--- config.mk ---
export PLATFORM = sky130hd
export DESIGN_NAME = sdram_arbiter
export DESIGN_NICKNAME = d
export VERILOG_FILES = /design/src/rtl/sdram_arb_pkg.sv /design/src/rtl/sdram_arb_pick.sv /design/src/rtl/sdram_arbiter.sv
export SDC_FILE = /design/constraint.sdc
export NUM_CORES = 1
export LEC_CHECK = 0
export CORE_UTILIZATION = 35
export CTS_CLUSTER_DIAMETER = 200
export DETAILED_ROUTE_END_ITERATION = 7
export GPL_TIMING_DRIVEN = 0
export MAX_ROUTING_LAYER = met4
export PLACE_DENSITY = 0.71
export SYNTH_ARGS = -nofsm -noshare
export SYNTH_HDL_FRONTEND = slang
export SYNTH_HIERARCHICAL = 1
export SYNTH_SLANG_ARGS = --single-unit
--- constraint.sdc ---
create_clock -name clk -period 5 [get_ports clk]
set_clock_uncertainty 0.2 [all_clocks]
set_input_delay 1 -clock clk [delete_from_list [all_inputs] [get_ports clk]]
set_output_delay 1 -clock clk [all_outputs]
set_load 0.03 [all_outputs]
--- src/rtl/sdram_arb_pkg.sv ---
// Shared types and constants for the two-port SDRAM arbiter.
// The SDRAM_ARB_FIXED_PRIO_EN build option lives in sdram_arbiter.sv.
package sdram_arb_pkg;

    localparam int ADDR_W_DEF = 24;
    localparam int DATA_W_DEF = 32;

    localparam logic PORT_CPU = 1'b0;
    localparam logic PORT_DMA = 1'b1;

    typedef enum logic [1:0] {
        IDLE    = 2'd0,
        ISSUE   = 2'd1,
        RELEASE = 2'd2
    } arb_state_e;

endpackage

--- src/rtl/sdram_arb_pick.sv ---
// Combinational grant selection between the CPU and DMA ports.
// A lone requester always wins; a tie goes to the port not served last.
module sdram_arb_pick
    import sdram_arb_pkg::*;
(
    input  logic [1:0] req_i,
    input  logic       last_i,
    output logic       grant_o
);

    always_comb begin
        grant_o = PORT_CPU;
        case (req_i)
            2'b10:   grant_o = PORT_DMA;
            2'b11:   grant_o = ~last_i;
            default: grant_o = PORT_CPU;
        endcase
    end

endmodule

--- src/rtl/sdram_arbiter.sv ---
// Two-master (CPU/DMA) arbiter in front of a single-request SDRAM controller.
// Define SDRAM_ARB_FIXED_PRIO_EN to make the CPU win every tie (no round-robin pointer).
module sdram_arbiter
    import sdram_arb_pkg::*;
#(
    parameter int ADDR_W = ADDR_W_DEF,
    parameter int DATA_W = DATA_W_DEF
) (
    input  logic              clk,
    input  logic              reset,
    input  logic [ADDR_W-1:0] p0_addr,
    input  logic [ADDR_W-1:0] p1_addr,
    input  logic [DATA_W-1:0] p0_d,
    input  logic [DATA_W-1:0] p1_d,
    input  logic              p0_we,
    input  logic              p1_we,
    input  logic              p0_start,
    input  logic              p1_start,
    output logic [DATA_W-1:0] p0_q,
    output logic [DATA_W-1:0] p1_q,
    output logic              p0_done,
    output logic              p1_done,
    output logic [ADDR_W-1:0] sdc_addr,
    output logic [DATA_W-1:0] sdc_d,
    output logic              sdc_we,
    output logic              sdc_start,
    input  logic [DATA_W-1:0] sdc_q,
    input  logic              sdc_q_ready,
    input  logic              sdc_busy,
    input  logic              sdc_init_done,
    output arb_state_e        dbg_state
);

    arb_state_e        state_q;
    logic              grant_q;
    logic [ADDR_W-1:0] sdc_addr_q;
    logic [DATA_W-1:0] sdc_d_q;
    logic              sdc_we_q;
    logic              sdc_start_q;
    logic [DATA_W-1:0] p0_q_q;
    logic [DATA_W-1:0] p1_q_q;
    logic              p0_done_q;
    logic              p1_done_q;
    logic              grant;
    logic              last_served;

`ifdef SDRAM_ARB_FIXED_PRIO_EN
    // Pretending DMA was always served last makes every tie go to the CPU.
    assign last_served = PORT_DMA;
`else
    logic last_q;
    assign last_served = last_q;

    always_ff @(posedge clk or posedge reset) begin
        if (reset)
            last_q <= PORT_DMA;
        else if (state_q == ISSUE && sdc_q_ready)
            last_q <= grant_q;
    end
`endif

    sdram_arb_pick u_pick (
        .req_i   ({p1_start, p0_start}),
        .last_i  (last_served),
        .grant_o (grant)
    );

    always_ff @(posedge clk or posedge reset) begin
        if (reset) begin
            state_q     <= IDLE;
            grant_q     <= PORT_CPU;
            sdc_addr_q  <= '0;
            sdc_d_q     <= '0;
            sdc_we_q    <= 1'b0;
            sdc_start_q <= 1'b0;
            p0_q_q      <= '0;
            p1_q_q      <= '0;
            p0_done_q   <= 1'b0;
            p1_done_q   <= 1'b0;
        end else begin
            p0_done_q <= 1'b0;
            p1_done_q <= 1'b0;
            case (state_q)
                IDLE: begin
                    // Refresh or init in progress holds every grant off.
                    if (sdc_init_done && !sdc_busy && (p0_start || p1_start)) begin
                        grant_q     <= grant;
                        sdc_addr_q  <= (grant == PORT_DMA) ? p1_addr : p0_addr;
                        sdc_d_q     <= (grant == PORT_DMA) ? p1_d    : p0_d;
                        sdc_we_q    <= (grant == PORT_DMA) ? p1_we   : p0_we;
                        sdc_start_q <= 1'b1;
                        state_q     <= ISSUE;
                    end
                end
                ISSUE: begin
                    if (sdc_q_ready) begin
                        sdc_start_q <= 1'b0;
                        state_q     <= RELEASE;
                        if (grant_q == PORT_DMA) begin
                            p1_done_q <= 1'b1;
                            if (!sdc_we_q)
                                p1_q_q <= sdc_q;
                        end else begin
                            p0_done_q <= 1'b1;
                            if (!sdc_we_q)
                                p0_q_q <= sdc_q;
                        end
                    end
                end
                RELEASE: begin
                    if (!sdc_busy)
                        state_q <= IDLE;
                end
                default: state_q <= IDLE;
            endcase
        end
    end

    assign sdc_addr  = sdc_addr_q;
    assign sdc_d     = sdc_d_q;
    assign sdc_we    = sdc_we_q;
    assign sdc_start = sdc_start_q;
    assign p0_q      = p0_q_q;
    assign p1_q      = p1_q_q;
    assign p0_done   = p0_done_q;
    assign p1_done   = p1_done_q;
    assign dbg_state = state_q;

endmodule

### After elaboration in Yosys (flattened, before gate mapping)

Cells that the tools add are included.

* register bits after elaboration: 128
* input bits: 153
* output and inout bits: 126
* word-level logic and storage cells: 50

* equality and inequality tests: 7
* multiplexer cells: 17
* bitwise gates (word level): 3
* reductions and logical operators: 12

Operator list (number)
* $mux W32: 1
* $mux W24: 1
* $mux W1: 9
* $reduce_and A4 Y1: 2
* $eq A2 B2 Y1 const B: 3
* $mux W2: 3
* $ne A2 B2 Y1 const B: 3
* $pmux W2 S3: 1
* $reduce_and A3 Y1: 2
* $pmux W1 S2: 2
* $logic_and A1 B1 Y1: 3
* $not A1 Y1: 3
* $eq A2 B1 Y1 const B: 1
* $logic_not A2 Y1: 1
* $reduce_and A2 Y1: 1
* $reduce_bool A2 Y1: 1
* $logic_not A1 Y1: 1
* $logic_or A1 B1 Y1: 1

### Logic depth before layout (Yosys ltp)

Gate-level depths: netlist of run 1.

* word-level depth: 5
* mapped depth: 5
* depth with buffers taken out: 3

### Cells and area by module

The synthesis of run 1 kept the hierarchy.

Modules (own cells, without submodules)
* sdram_arbiter: times used 1, cells an instance 342, area each 5564.1 um^2, seq. area each 3204.3 um^2
* sdram_arb_pick: times used 1, cells an instance 1, area each 11.3 um^2, seq. area each 0.0 um^2

### Worst setup path before layout of run 1

No wires, ideal clock.

* path type: input-to-reg
* from: input port p1_start
* to: register sdc_addr_q[19] (netlist: sdc_addr[19])
* library setup time: 0.125 ns
* data arrival time: 2.344 ns
* data required time: 4.675 ns
* setup slack: 2.331 ns
* stages on the path: 5
* path buffers: 2
* path through: a21boi_2 -> buf_2 -> clkbuf_1 -> mux2_2 -> mux2_2

* word-level cells in the longest chain between the ends: 3
* elaborated cells between the ends (all ways): 7
* classes of those cells: eq/ne (2); mux (2); reduce/logical (3)

Ends and longest elaborated chain
* start, declared: RTL line sdram_arbiter.sv:18 `input logic p1_start,`
* $eq A2 B2 Y1 / $logic_or A1 B1 Y1 (equally long branches): RTL line sdram_arb_pick.sv:13, sdram_arbiter.sv:86
* $pmux W1 S2 / $logic_and A1 B1 Y1 (equally long branches): RTL line sdram_arb_pick.sv:13, sdram_arbiter.sv:86
* $mux W24 / $reduce_and A2 Y1 (equally long branches)
* end signal, assigned: RTL line sdram_arbiter.sv:88 `sdc_addr_q <= (grant == PORT_DMA) ? p1_addr : p0_addr;`
* end, declared: RTL line sdram_arbiter.sv:36 `logic [ADDR_W-1:0] sdc_addr_q;`

Parallel ways exist; a longest one is shown, timed or not.
A chain may end at the register's enable or synchronous reset.

### Final worst setup path of run 1

* from: input port p1_start
* to: register sdc_d_q[4] (netlist: sdc_d[4])

* word-level cells in the longest chain between the ends: 3
* elaborated cells between the ends (all ways): 7
* classes of those cells: eq/ne (2); mux (2); reduce/logical (3)

Ends and longest elaborated chain
* $eq A2 B2 Y1: RTL line sdram_arb_pick.sv:13 `case (req_i)`
* $pmux W1 S2 *: RTL line sdram_arb_pick.sv:13
* net grant: RTL line sdram_arbiter.sv:44 `logic grant;`
* $mux W32 *: RTL line sdram_arbiter.sv:89 `sdc_d_q <= (grant == PORT_DMA) ? p1_d : p0_d;`
* end signal, assigned: RTL line sdram_arbiter.sv:89
* end, declared: RTL line sdram_arbiter.sv:37 `logic [DATA_W-1:0] sdc_d_q;`

Mark *: on every way through the listed nets, which the timed path passes. The rest lies on a longest branch.

==> impl_summary.md, run 1 <==
Place
The placer congestion estimate is 0.7294. In this run the tool buffered the top-level ports with 278 buffer cells. Once placement finished, the instance area stood at 0.008655 sq mm. Once placement completed, the tool counted placed cells totaling 833. The HPWL after detailed placement is 11200 um.

Routing
The total length of routed met2 wires is 7542 um. The length of routed met3 wiring is 1220 um. The detail route stage leaves a number of antenna-violating nets equal to 0. Detailed routing inserted a total of 3975 vias. The pre-antenna-repair detailed-routing pass consisted of 4 iterations. After detailed routing, the number of remaining DRC violations is 0. After detailed routing, the wire length on met1 is 5989 um. After detailed routing, the number of vias per cell comes to 4.595. After detailed routing, the total wire length is 14940 um. The post-detailed-route wirelength per cell is 17.27 um. The topmost layer with routed signal wires is met4. The number of design-rule violations left by the first detailed-router iteration is 117.

Finish
From synthesis to final layout, the design area changed by 66.40%. The number of cells in the finished layout apart from fillers is 865. The count of inserted antenna diode cells is 0. The number of filler instances in the final layout is 1220. At the end of the flow, the number of nets in the layout was 794. With fillers left out, the area of the finished cells amounts to 0.009278 sq mm.

The share of cells above drive strength 1 is 35.02%.

Worst setup path
The worst setup path is launched from an input pin. The most prevalent standard cell on the critical path is sky130_fd_sc_hd__mux2_2. The data required time of the worst path is 5.09 ns. Along the worst path, the maximum fanout reaches 10. The worst-path cell with the longest stage delay is sky130_fd_sc_hd__clkbuf_1. The category of cells accounting for the largest share of critical-path delay is buffers and inverters.

The signal arrival time at the worst endpoint is 3.31 ns. The worst setup path is of the in2reg kind. The signal on the critical path passes through clkdlybuf4s50_1 -> a21boi_2 -> buf_2 -> clkbuf_1 -> mux2_2 -> mux2_2. For this run, the slowest stage of the critical path takes 0.52 ns.

The number of buffer and inverter stages on the critical path is 3. The category of the worst setup path capture point is a flip-flop.

Die
The starting utilization of the core area is 36.27%. The die outline area is 0.01644 sq mm. The core region is 0.01537 sq mm. In this run the core area contains 45 standard-cell rows.

279 I/O pins were placed. The die boundary height is 128.2 um. The die is 128.2 um wide.

GRT
The via count of the first global-routing pass is 4467. Entering global routing, the biggest net connects 90 pins. The initial antenna violation count is 0. Across every metal layer, demand over resource in global routing totals 19.32%.

The overall overflow remaining after global route is 0. The first-pass GRT wire length is 23440 um.

CTS
The insertion delay of the later-clocked pin in the worst-skew pair is 0.40 ns. The clock transition at the registers of the reported paths is 0.05 ns. The clock passes through at most 2 buffers.

The H-tree generated during clock tree synthesis spans 4 levels. The clock tree from TritonCTS is built. The post-CTS repair timing setup buffer count is 0. The count of hold-fix buffers inserted at cts is 0.

The root cell of the clock tree is sky130_fd_sc_hd__clkbuf_16. In this run, CTS created clock tree buffers numbering 17. The post-cts gate resize count is 0. The clock sink count is 128.

STA
The number of hold-slack violations in the final timing report is 0. Setup repair after global routing left no endpoint under its margin. The transition at the pin with the smallest max-transition slack is 0.6159 ns. The maximum clock frequency is 0.3108 GHz. The worst relative slew slack is 58.94%. Setup violations remaining at the end of the flow were counted as 0. The post-route minimum period is 3.218 ns. Hold is met by 0.2882 ns. The max-slew violation count is 0. The portion of the clock cycle consumed by the worst path in the final layout is 64.36%.

Outcome
The run finished with clean final reports.

Power
The leakage dissipation is 3.950 nW. The areal power density over the cells is 617.6 mW/mm^2. The final total power is 5.729 mW. IR analysis of the VDD net gives a maximum drop of 339.7 uV.

Yosys
After synthesis the cells add up to 0.005575 sq mm. The unique cell type count in the Yosys netlist is 22. Sequential elements use 57.47% of the synthesized area. The number of enable flip-flop cells after synthesis is 0.

The number of warnings printed during yosys synthesis is 6. Summed over its instances, the top area cell type makes up 57.00% of the synthesized netlist area. By area the synthesized netlist is led by sky130_fd_sc_hd__dfrtp_1 57%, sky130_fd_sc_hd__mux2_2 30%, sky130_fd_sc_hd__mux2_4 8.1%.

For this run, the leading register cell type out of synthesis is sky130_fd_sc_hd__dfrtp_1. The number of standard cells after synthesis is 343. After synthesis, the most frequently instantiated cells are 147 x sky130_fd_sc_hd__mux2_2, 127 x sky130_fd_sc_hd__dfrtp_1, 30 x sky130_fd_sc_hd__mux2_4, 8 x sky130_fd_sc_hd__buf_2, 5 x sky130_fd_sc_hd__buf_4. The synthesized design spends more area on one cell type than any other, namely sky130_fd_sc_hd__dfrtp_1. The post-synthesis area per instance is 16.25 sq um. The share of flip-flops with an asynchronous set or reset after synthesis is 100.0%. Synthesis inferred 128 register bits. The number of nets handed over by synthesis was 496. The most common cell in the synthesized netlist is sky130_fd_sc_hd__mux2_2.

Worst hold path
In this run the worst hold path is classified as reg2reg.

Run
The max capacitance violation total is 0.
-- registers in the layout (all words and copies together), names as in the netlist --
signal,flops
p0_q,32
p1_q,32
sdc_d,32
sdc_addr,24
dbg_state,2
grant_q,1
last_q,1
p0_done,1
p1_done,1
sdc_start,1
sdc_we,1
-- kinds of logic (layout without fill, tap and decap cells) --
group           after synthesis  after routing  synth area share [%]
mux                         179            179                 38.17
buf+inv                      22            333                 2.401
flops                       128            128                 57.47
compound gates                5              5                0.6956
simple gates                  9              9                 1.257
-- layout make-up --
class	count	area [sq um]	area share [%]
Sequential cell	128	3204	34.54
Timing Repair Buffer	279	2810	30.29
Multi-Input combinational cell	193	2237	24.11
Clock buffer	22	464.2	5.003
Tap cell	211	264.0	2.846
Clock inverter	10	158.9	1.713
Buffer	20	126.4	1.362
Inverter	2	12.51	0.1349
-- worst reg2reg max path: stages, from the launching register on --
cell and delay [ns]:
sky130_fd_sc_hd__dfstp_2 0.37, sky130_fd_sc_hd__a21boi_2 0.27, sky130_fd_sc_hd__buf_2 0.34, sky130_fd_sc_hd__clkbuf_1 0.52
sky130_fd_sc_hd__mux2_2 0.42, sky130_fd_sc_hd__mux2_2 0.26
-- per-layer routing --
metal / track usage [%] / vias to the layer above
met1: 21.03 / 1963
li1: - / 1821
met3: 6.427 / 19
met4: 5.536 / 0
met5: - / -
met2: 33.45 / 172
-- cell usage in the layout, fill, tap and decap left out, types with 2 or more instances in the layout --
cell type and n:
sky130_fd_sc_hd__clkdlybuf4s50_1 278, sky130_fd_sc_hd__mux2_2 147, sky130_fd_sc_hd__dfrtp_1 127, sky130_fd_sc_hd__mux2_4 30, sky130_fd_sc_hd__clkbuf_16 17, sky130_fd_sc_hd__buf_2 8, sky130_fd_sc_hd__clkbuf_1 7, sky130_fd_sc_hd__buf_4 5
sky130_fd_sc_hd__bufinv_16 4, sky130_fd_sc_hd__buf_6 3, sky130_fd_sc_hd__clkinv_2 3, sky130_fd_sc_hd__mux2_1 2, sky130_fd_sc_hd__nor2_1 2, sky130_fd_sc_hd__a21o_1 2, sky130_fd_sc_hd__clkinvlp_4 2, sky130_fd_sc_hd__clkbuf_8 2
-- report_power, final --
group | leakage, nW | internal, mW | switching (mW)
Clock | 0.300 | 0.859 | 0.432
Combinational | 2.10 | 1.32 | 1.38
Sequential | 1.55 | 1.49 | 0.245
Total | 3.95 | 3.67 | 2.06
-- metrics by stage --
stage / util, % / setup TNS (ns) / setup WS, ns
6_report: 60.36 / 0 / 1.782
4_1_cts: 60.36 / 0 / 1.754
2_1_floorplan: - / 0 / 0.3890
3_3_place_gp: 56.09 / -172.17 / -1.361
5_1_grt: 60.36 / 0 / 1.644
3_5_place_dp: 56.30 / 0 / 1.330
-- worst paths after layout --
check	slack (ns)	startpoint	depth (start not counted)	end
worst max-delay path	1.78	p1_start	6	sdc_d[4]
worst min-delay path	0.29	grant_q	1	p0_done
worst max register to register	2.50	last_q	5	sdc_d[4]
worst min register to register	0.29	grant_q	1	p0_done
max in group asynchronous	3.02	reset	3	last_q
min in group asynchronous	0.78	reset	2	p0_q[4]
(Power assumes the default switching activity.)
==> run 2: changes to the inputs <==
--- a/config.mk
+++ b/config.mk
@@ -10,7 +10,7 @@
 export DETAILED_ROUTE_END_ITERATION = 7
 export GPL_TIMING_DRIVEN = 0
 export MAX_ROUTING_LAYER = met4
-export PLACE_DENSITY = 0.71
+export PLACE_DENSITY = 0.74
 export SYNTH_ARGS = -nofsm -noshare
 export SYNTH_HDL_FRONTEND = slang
 export SYNTH_HIERARCHICAL = 1
==> constraint.sdc (replaced) <==
create_clock -name clk -period 2.8 [get_ports clk]
set_clock_uncertainty 0.2 [all_clocks]
set_input_delay 0.56 -clock clk [delete_from_list [all_inputs] [get_ports clk]]
set_output_delay 0.56 -clock clk [all_outputs]
set_load 0.03 [all_outputs]
==> impl_summary.md, run 2 (synthesis gave the netlist of run 1 again) <==
Outcome
Outcome: complete, no violations (unchanged).

Routing
The post-detailed-route wirelength per cell is 17.09 um (was 17.27 um). The DRC violations left came to 0 (unchanged). The number of vias per cell was 4.607 (was 4.595). The number of design-rule violations left by the first detailed-router iteration is 68 (was 117). The overall routed net length is 14820 um (was 14940 um). The number of vias in the routed layout came to 3994 (was 3975). The count of antenna-violating nets left after detailed routing is 0 (unchanged). The detailed-router iteration count before antenna repair is 3 (was 4).

Finish
The number of filler instances in the final layout is 1219 (was 1220). The count of nets after finishing is 796 (was 794). Top library cells by usage in the layout, fill and taps aside: 278 x sky130_fd_sc_hd__clkdlybuf4s50_1, 147 x sky130_fd_sc_hd__mux2_2, 127 x sky130_fd_sc_hd__dfrtp_1 (unchanged).

The commonest non-fill, non-tap cell in the layout is sky130_fd_sc_hd__clkdlybuf4s50_1 (unchanged). The count of inserted antenna diode cells is 0 (unchanged). The layout overhead on the synthesized area is 67.12% (was 66.40%). The post-route cell area is 0.009318 sq mm (was 0.009278 sq mm). The share of cells above drive strength 1 is 35.67% (was 35.02%). The total area of multi-input combinational cells came to 0.002237 sq mm (unchanged).

The total area of sequential cells was 0.003204 sq mm (unchanged).

Worst setup path
The data required time of the worst path is 2.89 ns (was 5.09 ns). The worst-case reg-to-reg path depth is 5 (unchanged). The category of the worst setup path capture point is a flip-flop (unchanged).

The maximum net fanout on the critical path is 10 (unchanged). The type of origin of the critical path is an input pin (unchanged). The signal arrival time at the worst endpoint is 2.65 ns (was 3.31 ns). The type of the worst setup path is in2reg (unchanged).

STA
The max-slew violation count is 0 (unchanged). The transition at the pin with the smallest max-transition slack is 0.6354 ns (was 0.6159 ns). The final critical-path setup slack was 0.2371 ns (was 1.782 ns). The worst relative slew slack is 57.64% (was 58.94%).

The number of hold-slack violations in the final timing report is 0 (unchanged). The portion of the clock cycle consumed by the worst path in the final layout is 91.53%. The total of endpoints with negative setup slack in the final report is 0 (unchanged). The worst path needs 2.563 ns of the cycle, external delays included. Setup repair after global routing missed its margin: false (unchanged). The maximum clock frequency is 0.3902 GHz.

CTS
The clock tree from TritonCTS was built (unchanged). The clock sink count was 128 (unchanged). The clock transition at the registers of the reported paths was 0.05 ns (about the same). The root cell of the clock tree is sky130_fd_sc_hd__clkbuf_16 (unchanged). The insertion delay of the later-clocked pin in the worst-skew pair is 0.41 ns (was 0.40 ns). The clock buffer count from CTS came to 17 (unchanged). The total number of H-tree levels is 4 (unchanged).

The maximum root-to-sink buffer count came to 2 (unchanged).

Worst hold path
The classification of the worst-slack hold path is reg2reg (unchanged). The worst hold path stage count is 1 (unchanged).

GRT
The total global-route track usage is 19.16% (was 19.32%). The initial antenna violation count is 0 (unchanged). The first-pass GRT wire length is 22940 um (was 23440 um). The largest net degree at the start of global routing is 44 (was 90). The overall overflow remaining after global route was 0 (unchanged).

The via count of the first global-routing pass came to 4320 (was 4467).

Power
The total internal power was 6.576 mW (was 3.669 mW). The fraction of power consumed by the clock network came to 22.7% (was 22.5%). The sequential power share is 30.2% (was 30.3%). The areal power density over the cells is 1102 mW/mm^2 (was 617.6 mW/mm^2).

The maximum VDD drop is 761.0 uV (was 339.7 uV). The leakage dissipation is 3.972 nW (was 3.950 nW). The net switching component of the power is 3.688 mW (was 2.060 mW). The power share of the combinational group came to 47.0% (was 47.2%). The switching power as a share of total power is 35.93% (was 35.96%).

Place
The placement-stage worst setup slack is -0.4228 ns (was 1.330 ns). The standard cell area after detailed placement is 0.008686 sq mm (was 0.008655 sq mm). The HPWL after detailed placement is 11440 um (was 11200 um). The placer congestion estimate is 0.7280 (was 0.7294). The number of buffers added on ports was 278 (unchanged).

Die
The die boundary height is 128.2 um (unchanged). The top-level port count is 279 (unchanged). The core area is 0.01537 sq mm (unchanged). The x dimension of the die was 128.2 um (unchanged).

The die outline area came to 0.01644 sq mm (unchanged). The number of placement rows is 45 (unchanged). The starting utilization of the core area is 36.27% (unchanged).

Run
The max capacitance violation total is 0 (unchanged).
-- run 2: changes by cell type in the layout (fill, tap and decap cells not counted) --
cell | previous run | this run
sky130_fd_sc_hd__buf_12 | 0 | 3
sky130_fd_sc_hd__buf_16 | 1 | 0
sky130_fd_sc_hd__clkbuf_1 | 7 | 4
sky130_fd_sc_hd__clkbuf_2 | 0 | 1
sky130_fd_sc_hd__clkbuf_8 | 2 | 3
sky130_fd_sc_hd__clkinv_2 | 3 | 5
sky130_fd_sc_hd__clkinv_4 | 1 | 0
sky130_fd_sc_hd__clkinvlp_4 | 2 | 3
sky130_fd_sc_hd__inv_6 | 1 | 0
-- run 2: cell type report --
cell class / count / share of cell area [%]
plain buffers: 20 / 1.370
clock buffers: 21 / 5.049
clock inverters: 11 / 1.719
inverters: 2 / 0.1209
multi-input cells: 193 / 24.01
flip-flops and latches: 128 / 34.39
well taps: 211 / 2.833
repair buffers: 281 / 30.51
-- run 2: worst paths after layout --
check,slack [ns],to,startpoint
min reg2reg,0.28,sdc_start,sdc_start
min,0.28,sdc_start,sdc_start
min in group asynchronous,0.30,p1_q[7],reset
max in group asynchronous,1.32,sdc_d[21],reset
max reg2reg,0.51,sdc_d[2],last_q
max,0.24,sdc_d[2],p1_start
-- run 2: routing by layer --
metal / share of wire, % / GRT usage [%] / vias to the layer above
li1: - / - / 1831
met1: 40 / 20.76 / 1966
met2: 51 / 32.91 / 178
met3: 7.6 / 6.052 / 19
met4: 1.5 / 6.851 / 0
met5: 0 / - / -
-- run 2: what timing repair did --
| action | CTS | global route |
|---|---|---|
| hold buffers | 0 | 0 |
| setup buffers | 0 | 0 |
| resized for setup | 0 | 2 |
| setup endpoints to repair | 0 | 9 |
-- run 2: worst max-delay path, cell delays in order --
cell and delay, ns:
sky130_fd_sc_hd__clkdlybuf4s50_1 0.47, sky130_fd_sc_hd__a21boi_2 0.30, sky130_fd_sc_hd__buf_2 0.33, sky130_fd_sc_hd__clkbuf_2 0.33, sky130_fd_sc_hd__mux2_2 0.39, sky130_fd_sc_hd__mux2_2 0.27
-- run 2: metrics by stage --
stage	setup TNS [ns]	std cells	util (%)	hold WS, ns	power, mW
floorplan	0	343	-	0.2600	5.794
global placement	-92.19	832	56.12	0.2649	7.889
CTS	0	867	60.61	0.2814	10.39
finish	0	867	60.62	0.2785	10.26
global route	0	867	60.62	0.2853	10.70
detailed placement	-6.416	835	56.51	0.2694	7.992
-- run 2: power by group through the flow --
stage / clock network, mW / logic, mW / registers [mW]
after global placement: 0 / 4.80 / 3.09
after global routing: 2.46 / 5.03 / 3.21
after floorplan: 0 / 1.12 / 4.67
final: 2.33 / 4.83 / 3.10
after CTS: 2.39 / 4.88 / 3.12
after detailed placement: 0 / 4.86 / 3.13
==> run 3: changes to the inputs <==
--- a/config.mk
+++ b/config.mk
@@ -8,7 +8,6 @@
 export CORE_UTILIZATION = 35
 export CTS_CLUSTER_DIAMETER = 200
 export DETAILED_ROUTE_END_ITERATION = 7
-export GPL_TIMING_DRIVEN = 0
 export MAX_ROUTING_LAYER = met4
 export PLACE_DENSITY = 0.74
 export SYNTH_ARGS = -nofsm -noshare
==> impl_summary.md, run 3 (synthesis gave the netlist of run 1 again) <==
STA
The worst hold-check slack came to 0.2794 ns (was 0.2785 ns). The worst relative slew slack is 61.79% (was 57.64%). The sum of negative setup slack is 0 ns (unchanged). The total of endpoints with negative setup slack in the final report was 0 (unchanged). The max-slew violation count is 0 (unchanged).

The portion of the clock cycle consumed by the worst path in the final layout is 85.78% (was 91.53%). The post-route minimum period was 2.402 ns (was 2.563 ns). The maximum clock frequency is 0.4163 GHz (was 0.3902 GHz). The transition at the pin with the smallest max-transition slack is 0.5652 ns (was 0.6354 ns).

The number of hold-slack violations in the final timing report is 0 (unchanged). Setup repair after global routing missed its margin: false (unchanged).

CTS
The maximum root-to-sink buffer count is 2 (unchanged). The clock buffer count from CTS is 17 (unchanged). The post-cts gate resize count is 0 (unchanged). The total number of H-tree levels is 4 (unchanged). The insertion delay of the later-clocked pin in the worst-skew pair came to 0.41 ns (about the same).

The post-CTS repair timing setup buffer count is 0 (unchanged). The clock tree from TritonCTS was built (unchanged). The count of hold-fix buffers inserted at cts was 0 (unchanged). The clock transition at the registers of the reported paths is 0.05 ns (about the same).

The root cell of the clock tree is sky130_fd_sc_hd__clkbuf_16 (unchanged). The clock sink count was 128 (unchanged).

Finish
The number of cells in the finished layout apart from fillers is 850 (was 867). The commonest non-fill, non-tap cell in the layout is sky130_fd_sc_hd__clkdlybuf4s50_1 (unchanged). The layout overhead on the synthesized area is 66.20% (was 67.12%). The number of filler instances in the final layout is 1229 (was 1219). The total area of sequential cells is 0.003204 sq mm (unchanged). The share of cells above drive strength 1 came to 34.74% (was 35.67%). The total area of multi-input combinational cells is 0.002253 sq mm (was 0.002237 sq mm). The count of inserted antenna diode cells is 0 (unchanged). The count of nets after finishing is 779 (was 796). The end-of-flow core utilization is 60.28% (was 60.62%).

The post-route cell area was 0.009266 sq mm (was 0.009318 sq mm). Top library cells by usage in the layout, fill and taps aside: 278 x sky130_fd_sc_hd__clkdlybuf4s50_1, 147 x sky130_fd_sc_hd__mux2_2, 127 x sky130_fd_sc_hd__dfrtp_1 (unchanged).

GRT
The total global-route track usage was 18.40% (was 19.16%). The overall overflow remaining after global route came to 0 (unchanged). The first-pass GRT wire length is 22000 um (was 22940 um). The via count of the first global-routing pass is 4341 (was 4320).

The largest net degree at the start of global routing is 69 (was 44). The initial antenna violation count is 0 (unchanged).

Power
The maximum VDD drop is 715.7 uV (was 761.0 uV). The switching power as a share of total power is 35.88% (was 35.93%). The net switching component of the power is 3.678 mW (was 3.688 mW). The total internal power is 6.573 mW (was 6.576 mW).

The sequential power share is 30.4% (was 30.2%). The areal power density over the cells is 1106 mW/mm^2 (was 1102 mW/mm^2). The leakage dissipation is 3.918 nW (was 3.972 nW). The power share of the combinational group is 46.9% (was 47.0%). The fraction of power consumed by the clock network is 22.7% (about the same).

Routing
The number of design-rule violations left by the first detailed-router iteration was 70 (was 68). The DRC violations left is 0 (unchanged). The detailed-router iteration count before antenna repair is 3 (unchanged). The number of vias per cell is 4.641 (was 4.607). The count of antenna-violating nets left after detailed routing came to 0 (unchanged).

The overall routed net length is 14370 um (was 14820 um). The post-detailed-route wirelength per cell was 16.91 um (was 17.09 um). The number of vias in the routed layout is 3945 (was 3994).

Die
The starting utilization of the core area came to 36.27% (unchanged). The die boundary height came to 128.2 um (unchanged). The number of placement rows was 45 (unchanged).

The die outline area came to 0.01644 sq mm (unchanged). The x dimension of the die was 128.2 um (unchanged). The core area is 0.01537 sq mm (unchanged). The top-level port count is 279 (unchanged).

Place
The standard cell area after detailed placement was 0.008636 sq mm (was 0.008686 sq mm). The total placed cells including tap cells came to 818 (was 835). The number of buffers added on ports is 278 (unchanged).

The HPWL after detailed placement is 10630 um (was 11440 um). The placer congestion estimate came to 0.7234 (was 0.7280).

Worst setup path
The launch point of the critical path is sdc_init_done (was p1_start). The signal arrival time at the worst endpoint is 2.49 ns (was 2.65 ns). The data required time of the worst path is 2.89 ns (about the same). The type of the worst setup path is in2reg (unchanged). The maximum net fanout on the critical path is 60 (was 10). The slack of the worst reg-to-reg path is 0.48 ns (was 0.51 ns).

The type of origin of the critical path is an input pin (unchanged). The critical register-to-register path startpoint is dbg_state[0] (was last_q). The category of the worst setup path capture point is a flip-flop (unchanged).

Worst hold path
The classification of the worst-slack hold path is reg2reg (unchanged). The startpoint of the tightest hold check path is sdc_start (unchanged).

Outcome
Outcome: complete, no violations (unchanged).

Run
The max capacitance violation total was 0 (unchanged).
## run 3: changes by cell type in the layout (fill, tap and decap cells not counted), moves of 3 or more
| cell | previous run | this run |
|---|---|---|
| sky130_fd_sc_hd__buf_2 | 8 | 0 |
| sky130_fd_sc_hd__buf_6 | 3 | 0 |
| sky130_fd_sc_hd__buf_4 | 5 | 0 |
| sky130_fd_sc_hd__clkbuf_1 | 4 | 1 |
| sky130_fd_sc_hd__buf_12 | 3 | 6 |
## run 3: area by class of cell
type	count	area share, %
clock inverters	11	1.728
repair buffers	284	31.33
inverters	2	0.1215
multi-input cells	193	24.32
flip-flops and latches	128	34.58
clock buffers	21	5.077
well taps	211	2.849
## run 3: worst paths after layout
kind                                    end  depth (start not counted)
worst max-delay path            sdc_addr[5]                          5
worst min-delay path              sdc_start                          1
worst max register to register  sdc_addr[5]                          4
worst min register to register    sdc_start                          1
max in group asynchronous           p0_q[0]                          3
min in group asynchronous           p0_q[7]                          3
## run 3: metrics by stage
| step | power [mW] | worst slack (ns) |
|---|---|---|
| finish | 10.25 | 0.3981 |
| global route | 10.70 | 0.3267 |
| CTS | 10.38 | 0.3580 |
| detailed placement | 7.987 | -0.06618 |
| global placement | 7.883 | -0.01004 |
| floorplan | 5.794 | 0.4596 |
## run 3: worst max-delay path, cell delays in order
cell and delay (ns):
sky130_fd_sc_hd__clkdlybuf4s50_1 0.46, sky130_fd_sc_hd__nor4b_1 0.48, sky130_fd_sc_hd__o21a_2 0.27, sky130_fd_sc_hd__buf_12 0.28, sky130_fd_sc_hd__mux2_2 0.39
## run 3: power by group through the flow
stage / registers, mW / clock network [mW] / logic [mW]
floorplan: 4.67 / 0 / 1.12
global placement: 3.10 / 0 / 4.79
detailed placement: 3.14 / 0 / 4.85
CTS: 3.13 / 2.39 / 4.86
global route: 3.23 / 2.46 / 5.01
finish: 3.12 / 2.32 / 4.81
## run 3: metal layers
layer | vias up | track usage [%] | part of all wire [%] | routed length (um)
met1 | 1929 | 19.44 | 40 | 5711
met4 | 0 | 8.443 | 2.6 | 378
met3 | 27 | 5.843 | 7.4 | 1067
li1 | 1803 | - | - | -
met5 | - | - | 0 | 0
met2 | 186 | 31.32 | 50 | 7216
